### config.mk
export PLATFORM = sky130hd
export DESIGN_NAME = array_access_arbiter
export DESIGN_NICKNAME = d
export VERILOG_FILES = /design/src/rtl/array_access_arbiter.sv
export SDC_FILE = /design/constraint.sdc
export NUM_CORES = 1
export LEC_CHECK = 0
export CORE_MARGIN = 2
export CORE_UTILIZATION = 51
export DETAILED_ROUTE_END_ITERATION = 8
export PLACE_DENSITY_LB_ADDON = 0.2
export SLEW_MARGIN = 20
export SYNTH_ARGS = -nofsm -noshare
export SYNTH_HDL_FRONTEND = slang
export SYNTH_SLANG_ARGS = --single-unit
### constraint.sdc
create_clock -name clk -period 8.3 [get_ports clk]
set_clock_uncertainty 0.05 [all_clocks]
set_input_delay 1.245 -clock clk [delete_from_list [all_inputs] [get_ports clk]]
set_output_delay 1.245 -clock clk [all_outputs]
set_load 0.02 [all_outputs]
### src/rtl/array_access_arbiter.sv
// Two-requester arbiter in front of a 4-entry register array, with round-robin
// fairness and a per-requester lock that keeps the grant across transactions.
module array_access_arbiter #(
   parameter int WIDTH = 32,
   parameter int DEPTH = 4
) (
   input  logic                     clk,
   input  logic                     rst_n,

   input  logic                     a_req_valid,
   output logic                     a_req_ready,
   input  logic                     a_req_we,
   input  logic [1:0]               a_req_idx,
   input  logic [WIDTH-1:0]         a_req_wdata,
   input  logic                     a_req_lock,
   output logic                     a_rsp_valid,
   output logic [WIDTH-1:0]         a_rsp_rdata,

   input  logic                     b_req_valid,
   output logic                     b_req_ready,
   input  logic                     b_req_we,
   input  logic [1:0]               b_req_idx,
   input  logic [WIDTH-1:0]         b_req_wdata,
   input  logic                     b_req_lock,
   output logic                     b_rsp_valid,
   output logic [WIDTH-1:0]         b_rsp_rdata,

   output logic [WIDTH*DEPTH-1:0]   mem_flat
);

   typedef enum logic [1:0] {
      IDLE   = 2'd0,
      LOCK_A = 2'd1,
      LOCK_B = 2'd2
   } arbState_t;

   arbState_t        r_state;
   arbState_t        w_stateNext;
   logic             r_rr;
   logic             w_rrNext;
   logic             w_grantA;
   logic             w_grantB;
   logic             w_xfer;
   logic             w_we;
   logic [1:0]       w_idx;
   logic [WIDTH-1:0] w_wdata;

   logic [WIDTH-1:0] r_mem [DEPTH];
   logic             r_aRspValid;
   logic             r_bRspValid;
   logic [WIDTH-1:0] r_aRspRdata;
   logic [WIDTH-1:0] r_bRspRdata;

   // Grant decision and next-state; rr always moves to the side that was not just served.
   always_comb begin
      w_stateNext = r_state;
      w_rrNext    = r_rr;
      w_grantA    = 1'b0;
      w_grantB    = 1'b0;
      if (rst_n) begin
         case (r_state)
            IDLE: begin
               if (a_req_valid && b_req_valid) begin
                  w_grantA = ~r_rr;
                  w_grantB = r_rr;
               end else begin
                  w_grantA = a_req_valid;
                  w_grantB = b_req_valid;
               end
            end
            LOCK_A:  w_grantA = a_req_valid;
            LOCK_B:  w_grantB = b_req_valid;
            default: w_stateNext = IDLE;
         endcase
         if (w_grantA) begin
            w_stateNext = a_req_lock ? LOCK_A : IDLE;
            w_rrNext    = 1'b1;
         end else if (w_grantB) begin
            w_stateNext = b_req_lock ? LOCK_B : IDLE;
            w_rrNext    = 1'b0;
         end
      end
   end

   assign a_req_ready = w_grantA;
   assign b_req_ready = w_grantB;
   assign w_xfer      = w_grantA | w_grantB;
   assign w_we        = w_grantB ? b_req_we    : a_req_we;
   assign w_idx       = w_grantB ? b_req_idx   : a_req_idx;
   assign w_wdata     = w_grantB ? b_req_wdata : a_req_wdata;

   // Array, arbiter state and responses; reset drops any lock and pending response.
   always_ff @(posedge clk) begin
      if (!rst_n) begin
         r_state     <= IDLE;
         r_rr        <= 1'b0;
         r_aRspValid <= 1'b0;
         r_bRspValid <= 1'b0;
         r_aRspRdata <= '0;
         r_bRspRdata <= '0;
         for (int i = 0; i < DEPTH; i++) begin
            r_mem[i] <= WIDTH'(13 - i);
         end
      end else begin
         r_state     <= w_stateNext;
         r_rr        <= w_rrNext;
         r_aRspValid <= w_grantA;
         r_bRspValid <= w_grantB;
         if (w_grantA) begin
            r_aRspRdata <= r_mem[w_idx];
         end
         if (w_grantB) begin
            r_bRspRdata <= r_mem[w_idx];
         end
         if (w_xfer && w_we) begin
            r_mem[w_idx] <= w_wdata;
         end
      end
   end

   assign a_rsp_valid = r_aRspValid;
   assign b_rsp_valid = r_bRspValid;
   assign a_rsp_rdata = r_aRspRdata;
   assign b_rsp_rdata = r_bRspRdata;

   for (genvar g = 0; g < DEPTH; g++) begin : genFlat
      assign mem_flat[g*WIDTH +: WIDTH] = r_mem[g];
   end

   // Structural guarantees of the grant logic.
   assert property (@(posedge clk) !(a_req_ready && b_req_ready));
   assert property (@(posedge clk) (!a_req_ready || a_req_valid) && (!b_req_ready || b_req_valid));

endmodule

==> results of run 1 <==
[cell type report]
| class | instances | share of cell area |
|---|---|---|
| inverters | 5 | 0.00156 |
| clock inverters | 15 | 0.0103 |
| repair buffers | 279 | 0.231 |
| multi-input cells | 494 | 0.264 |
| well taps | 220 | 0.0229 |
| flip-flops and latches | 197 | 0.435 |
| clock buffers | 17 | 0.0354 |
[metal layers]
layer / global-route usage / wire length (um) / vias to the layer above
met1: 0.389 / 10900 / 3548
met3: 0.0658 / 2310 / 53
li1: - / - / 3328
met2: 0.508 / 13500 / 406
met5: 0 / 0 / -
met4: 0.109 / 651 / 0
[stage by stage]
stage	total power [mW]	util	setup WS (ps)	cells
after detailed placement	1.65	0.691	2980	1195
final	2.41	0.724	3220	1227
after CTS	2.41	0.724	3230	1227
after floorplan	1.42	-	3110	764
after global routing	2.49	0.724	3110	1227
after global placement	1.64	0.691	3100	1195
[power by group]
| part | switching, mW | internal (mW) | leakage, nW |
|---|---|---|---|
| clock network | 0.381 | 0.391 | 0.266 |
| registers | 0.0441 | 1.11 | 1.88 |
| logic | 0.278 | 0.200 | 2.54 |
| total | 0.703 | 1.71 | 4.68 |
[cell usage in the layout, fill, tap and decap left out, drive strengths merged, types with 2 or more instances in the layout]
master and count:
a21oi 6, nor3b 2, o21ai 64, and3 65
clkbuf 17, dfxtp 69, a31oi 64, mux2i 32
clkinv 8, o211ai 32, nor2 124, and3b 2
o31ai 3, clkdlybuf4s50 270, a211oi 32, nand2 10
nor3 3, edfxtp 128, inv 10, clkinvlp 2
nand2b 7, buf 9, or3 32, nor2b 3
and2 4
[worst register-to-register path, delay by kind of cell, from the launching register on]
| kind | cells | cell delay (ps) |
|---|---|---|
| DFF | 1 | 340 |
| and+or+nand+nor | 5 | 3180 |
[worst paths after layout]
kind / start / to / slack (ps) / cells after the start
worst max-delay path: rst_n / b_req_ready / 3220 / 6
worst min-delay path: r_rr$_SDFFE_PN0P_ / r_rr$_SDFFE_PN0P_ / 480 / 2
worst max register to register: r_rr$_SDFFE_PN0P_ / r_mem[0][1]$_SDFFCE_PN0P_ / 4360 / 5
worst min register to register: r_rr$_SDFFE_PN0P_ / r_rr$_SDFFE_PN0P_ / 480 / 2
[flip-flops by register name, summed over array words and instances, names as in the netlist]
name,cells
a_rsp_valid,1
b_rsp_rdata,32
r_mem,128
r_state,2
r_rr,1
b_rsp_valid,1
a_rsp_rdata,32
[cells by family after synthesis]
family	count (synthesis)	synth area share
multiplexers	32	0.0369
AO/OA/AOI/OAI	205	0.169
buffers and inverters	73	0.0403
AND/OR/NAND/NOR	257	0.151
flip-flops	197	0.603
==> out/qor.txt, run 1 <==
Status: completed
Grt total ovfl: 0
Slew Limit Headroom: 0.280
Warning count from the yosys run: 0
Post-CTS sizing: 0
FFs w/ async S/R, synth: 0
Post-synth EDFFs: 128
FILL cells: 1196
Type of origin of the critical path: primary input
CTS tree: yes
Worst-margin pin slew: 1080 ps
Pre-Repair DR Iteration Count: 5
Half-perimeter wire length after placement: 17.5 mm
Layout cell share with drive strength beyond 1: 0.0874
Skew-Pair Late Insertion Delay: 430 ps
Tcrit/Tclk final: 0.612
Die Span Y: 134 um
Core Box Area: 16600 um^2
Crit Path Class: primary input to output pin
Net count, final: 1070
WP buf/inv: 4
Number of port buffers: 271
Die ar.: 18100 um^2
Crit-path slowest cell: clkdlybuf4s50_1
Hold Fails Final Rpt: 0
CP top delay family: buffers and inverters
Ant diodes: 0
Critical Path Fanout Max: 76
Number of global-route vias before repair: 7269
DR DRC count: 0
Initial antenna violation count: 0
DR vias: 7335
Fmax achieved: 197 MHz
Syn nets: 840
Setup TNS: 0 ps
DR WL/cell: 22.3 um
WHS: 478 ps
# IOs: 272
Setup Viol. Count Final: 0
Critical path arrival: 3790 ps
Leakage: 4.68 nW
Synth area leader: edfxtp_1
Syn Area/Cell: 11.3 um^2
Clock buffer depth: 2
Synth unique cells: 41
Starting density of the core: 0.523
CTS H-Tree Depth: 4
Synth area leaders: edfxtp_1 (44%), dfxtp_1 (16%), nor2_1 (5.3%)
CTS Root Cell: clkbuf_16
Pwr per Cell Area: 201 nW/um^2
Share of Yosys cell area claimed by the top area cell type: 0.443
Cell Chain, Critical Path: buf_2 -> buf_4 -> and3b_1 -> nand2_4 -> inv_2 -> clkdlybuf4s50_1
Max stage delay on crit path: 740 ps
Top-count cell post-synth: edfxtp_1
Setup Fix Bufs, Post-CTS: 0
Total GRT Usage: 0.303
Setup crit end kind: output pin
Synth Register Bits: 197
Post-place instance area: 11500 um^2
Remaining antenna violation count: 0
Mapped cell area: 8670 um^2
Seq/Total Area, Yosys: 0.603
Cts bufs inserted: 17
Max VDD drop: 0.152 mV
RSZ-0062 raised after global routing: no
Total wire length: 27.4 mm
Final Instance Area: 12000 um^2
Most used DFF post-synth: edfxtp_1
Routed vias/inst: 5.98
Fin. max-slew vios: 0
Number of max-cap violations: 0
Worst Hold Class: flop to flop
WP data required: 7010 ps
Layout area overhead: 38.5%
Cell Rows: 47
Pin count of the biggest net entering global routing: 77
GPL Wtd Cong: 0.778
Clk sink count: 197
Post-synth top cells: edfxtp_1 (128), nor2_1 (123), dfxtp_1 (69)
Seq. cell area: 5230 um^2
Clock slew at reported path FFs: 70 ps
Multi-input gate area: 3170 um^2
1st-iter DRT viols: 619
Minimum clock period after layout: 5080 ps
Mapped Cells: 764
Hold buffers post-CTS: 0
First-pass GRT wire length: 41.5 mm
Die width: 134 um
No activity file was read; power rests on OpenSTA's default activity.
==> inputs of run 2 (changes only) <==
CORE_UTILIZATION = 42   (was 51)
clock period = 4.55 ns   (was 8.3 ns; I/O delays follow)
==> run 2 against run 1 <==
Global-route usage decreased by 4.6 points; sequential power increased by 82%; non-clock buffer count increased by 12; largest cell class unchanged; combinational power increased by 86%; largest power group unchanged; first-iteration DRC count decreased by 17%.
==> out/qor.txt, run 2 (same netlist as run 1, synthesis figures left out) <==
Crit Path Class: primary input to output pin
CTS tree: yes
Fmax achieved: 262 MHz
Setup TNS: 0 ps (unchanged)
Worst-margin pin slew: 896 ps (-182 ps)
DR vias: 7088 (-3.4%)
Status: completed
Tcrit/Tclk final: 0.839
Setup Viol. Count Final: 0 (unchanged)
DR DRC count: 0 (unchanged)
Net count, final: 1082 (+1.1%)
Layout area overhead: 41.2%
Total GRT Usage: 0.257 (-0.0461)
First-pass GRT wire length: 42.0 mm (+1.3%)
1st-iter DRT viols: 511 (-17%)
Pin count of the biggest net entering global routing: 76 (-1.3%)
Clk sink count: 197 (unchanged)
Max stage delay on crit path: 750 ps (about the same)
Final Instance Area: 12200 um^2 (+2.0%)
Setup Fix Bufs, Post-CTS: 0 (unchanged)
Final Util: 0.605 (-0.119)
Hold buffers post-CTS: 0 (unchanged)
Post-CTS sizing: 0 (unchanged)
Starting density of the core: 0.428 (-0.0943)
Seq. cell area: 5230 um^2 (unchanged)
DR WL/cell: 21.6 um (-3.1%)
Skew-Pair Late Insertion Delay: 430 ps (about the same)
CTS Root Cell: clkbuf_16
Hold Fails Final Rpt: 0 (unchanged)
Grt total ovfl: 0 (unchanged)
Leakage: 4.77 nW (+2.0%)
# IOs: 272 (unchanged)
Die Span Y: 148 um (+9.9%)
Cell Rows: 52 (+11%)
Critical path arrival: 3090 ps (-700 ps)
Max reg flops: 128 (unchanged)
Fin. max-slew vios: 0 (unchanged)
RSZ-0062 raised after global routing: no
Number of max-cap violations: 0 (unchanged)
Commonest non-fill, non-tap cell in the layout: clkdlybuf4s50_1
Die width: 148 um (+9.9%)
Type of origin of the critical path: primary input
CP top delay family: buffers and inverters
Core Box Area: 20200 um^2 (+22%)
Post-place instance area: 11700 um^2 (+1.8%)
Setup crit end kind: output pin
GPL Wtd Cong: 0.780 (+0.28%)
Initial antenna violation count: 1 (+1)
Number of global-route vias before repair: 7132 (-1.9%)
Slew Limit Headroom: 0.401 (+0.121)
Critical Path Fanout Max: 36 (-53%)
Most used cell, CP: clkdlybuf4s50_1
WP buf/inv: 3 (-1)
Dpl cells: 1257 (+5.2%)
Total wire length: 27.9 mm (+1.9%)
Cell Chain, Critical Path: clkdlybuf4s50_1 -> and3b_1 -> nand2_4 -> inv_2 -> clkdlybuf4s50_1
Minimum clock period after layout: 3820 ps
Cts bufs inserted: 17 (unchanged)
Worst R2R Start: r_state[0]$_SDFFE_PN0P_
Worst hold start: r_rr$_SDFFE_PN0P_
WP data required: 3820 ps (-3190 ps)
Most frequent cells in the layout: clkdlybuf4s50_1 (270), edfxtp_1 (128), nor2_1 (121), dfxtp_1 (69)
Pwr per Cell Area: 367 nW/um^2 (+83%)
Layout cell share with drive strength beyond 1: 0.0942 (+0.00682)
Remaining antenna violation count: 0 (unchanged)
Routed vias/inst: 5.49 (-8.1%)
FILL cells: 1711 (+43%)
Clock slew at reported path FFs: 60 ps (about the same)
Crit-path slowest cell: clkdlybuf4s50_1
CP startpoint: b_req_valid
Number of port buffers: 271 (unchanged)
Half-perimeter wire length after placement: 17.7 mm (+1.0%)
Clock buffer depth: 2 (unchanged)
Pre-Repair DR Iteration Count: 4 (-1)
CTS H-Tree Depth: 4 (unchanged)
Register name with the most flops: r_mem
Die ar.: 21800 um^2 (+21%)
Final instance count without filler cells: 1290 (+5.1%)
Total power: 4.49 mW (+87%)
Worst Hold Class: flop to flop
Max VDD drop: 0.279 mV (+84%)
Multi-input gate area: 3170 um^2 (about the same)
-- run 2: worst paths after layout --
path | endpoint | slack [ps] | cells past startpoint
worst min register to register | r_rr$_SDFFE_PN0P_ | 470 | 2
worst max-delay path | b_req_ready | 730 | 5
worst max register to register | r_mem[3][12]$_DFFE_PP_ | 1680 | 6
worst min-delay path | r_rr$_SDFFE_PN0P_ | 470 | 2
-- run 2: area by class of cell --
class,instances,share of cell area
clock inverters,10,0.00961
diodes,1,0.000204
well taps,270,0.0276
inverters,5,0.00153
flip-flops and latches,197,0.427
multi-input cells,494,0.259
clock buffers,22,0.0380
repair buffers,291,0.237
-- run 2: worst reg2reg max path, stage by stage, from the launching register on --
cell and delay (ps):
dfxtp_1 350, and3b_1 420, nand2_4 100, inv_2 630, a21oi_4 290, o31ai_4 320
buf_4 370
-- run 2: per-layer routing --
layer,track usage,vias to the layer above,part of all wire
met5,0,-,0
met4,0.0918,0,0.025
met3,0.0546,45,0.074
met2,0.441,304,0.50
met1,0.321,3385,0.41
li1,-,3354,-
-- run 2: report_power, final --
group	switching (mW)	total, mW	internal, mW	leakage [nW]
clock network	0.655	1.50	0.847	0.284
registers	0.0745	2.11	2.03	1.88
logic	0.508	0.885	0.377	2.61
-- run 2: per-stage QoR --
| stage | worst slack [ps] | hold WS, ps |
|---|---|---|
| final | 731 | 469 |
| after global routing | 630 | 513 |
| after CTS | 786 | 466 |
| after detailed placement | 801 | 455 |
| after global placement | 834 | 456 |
| after floorplan | 926 | 424 |
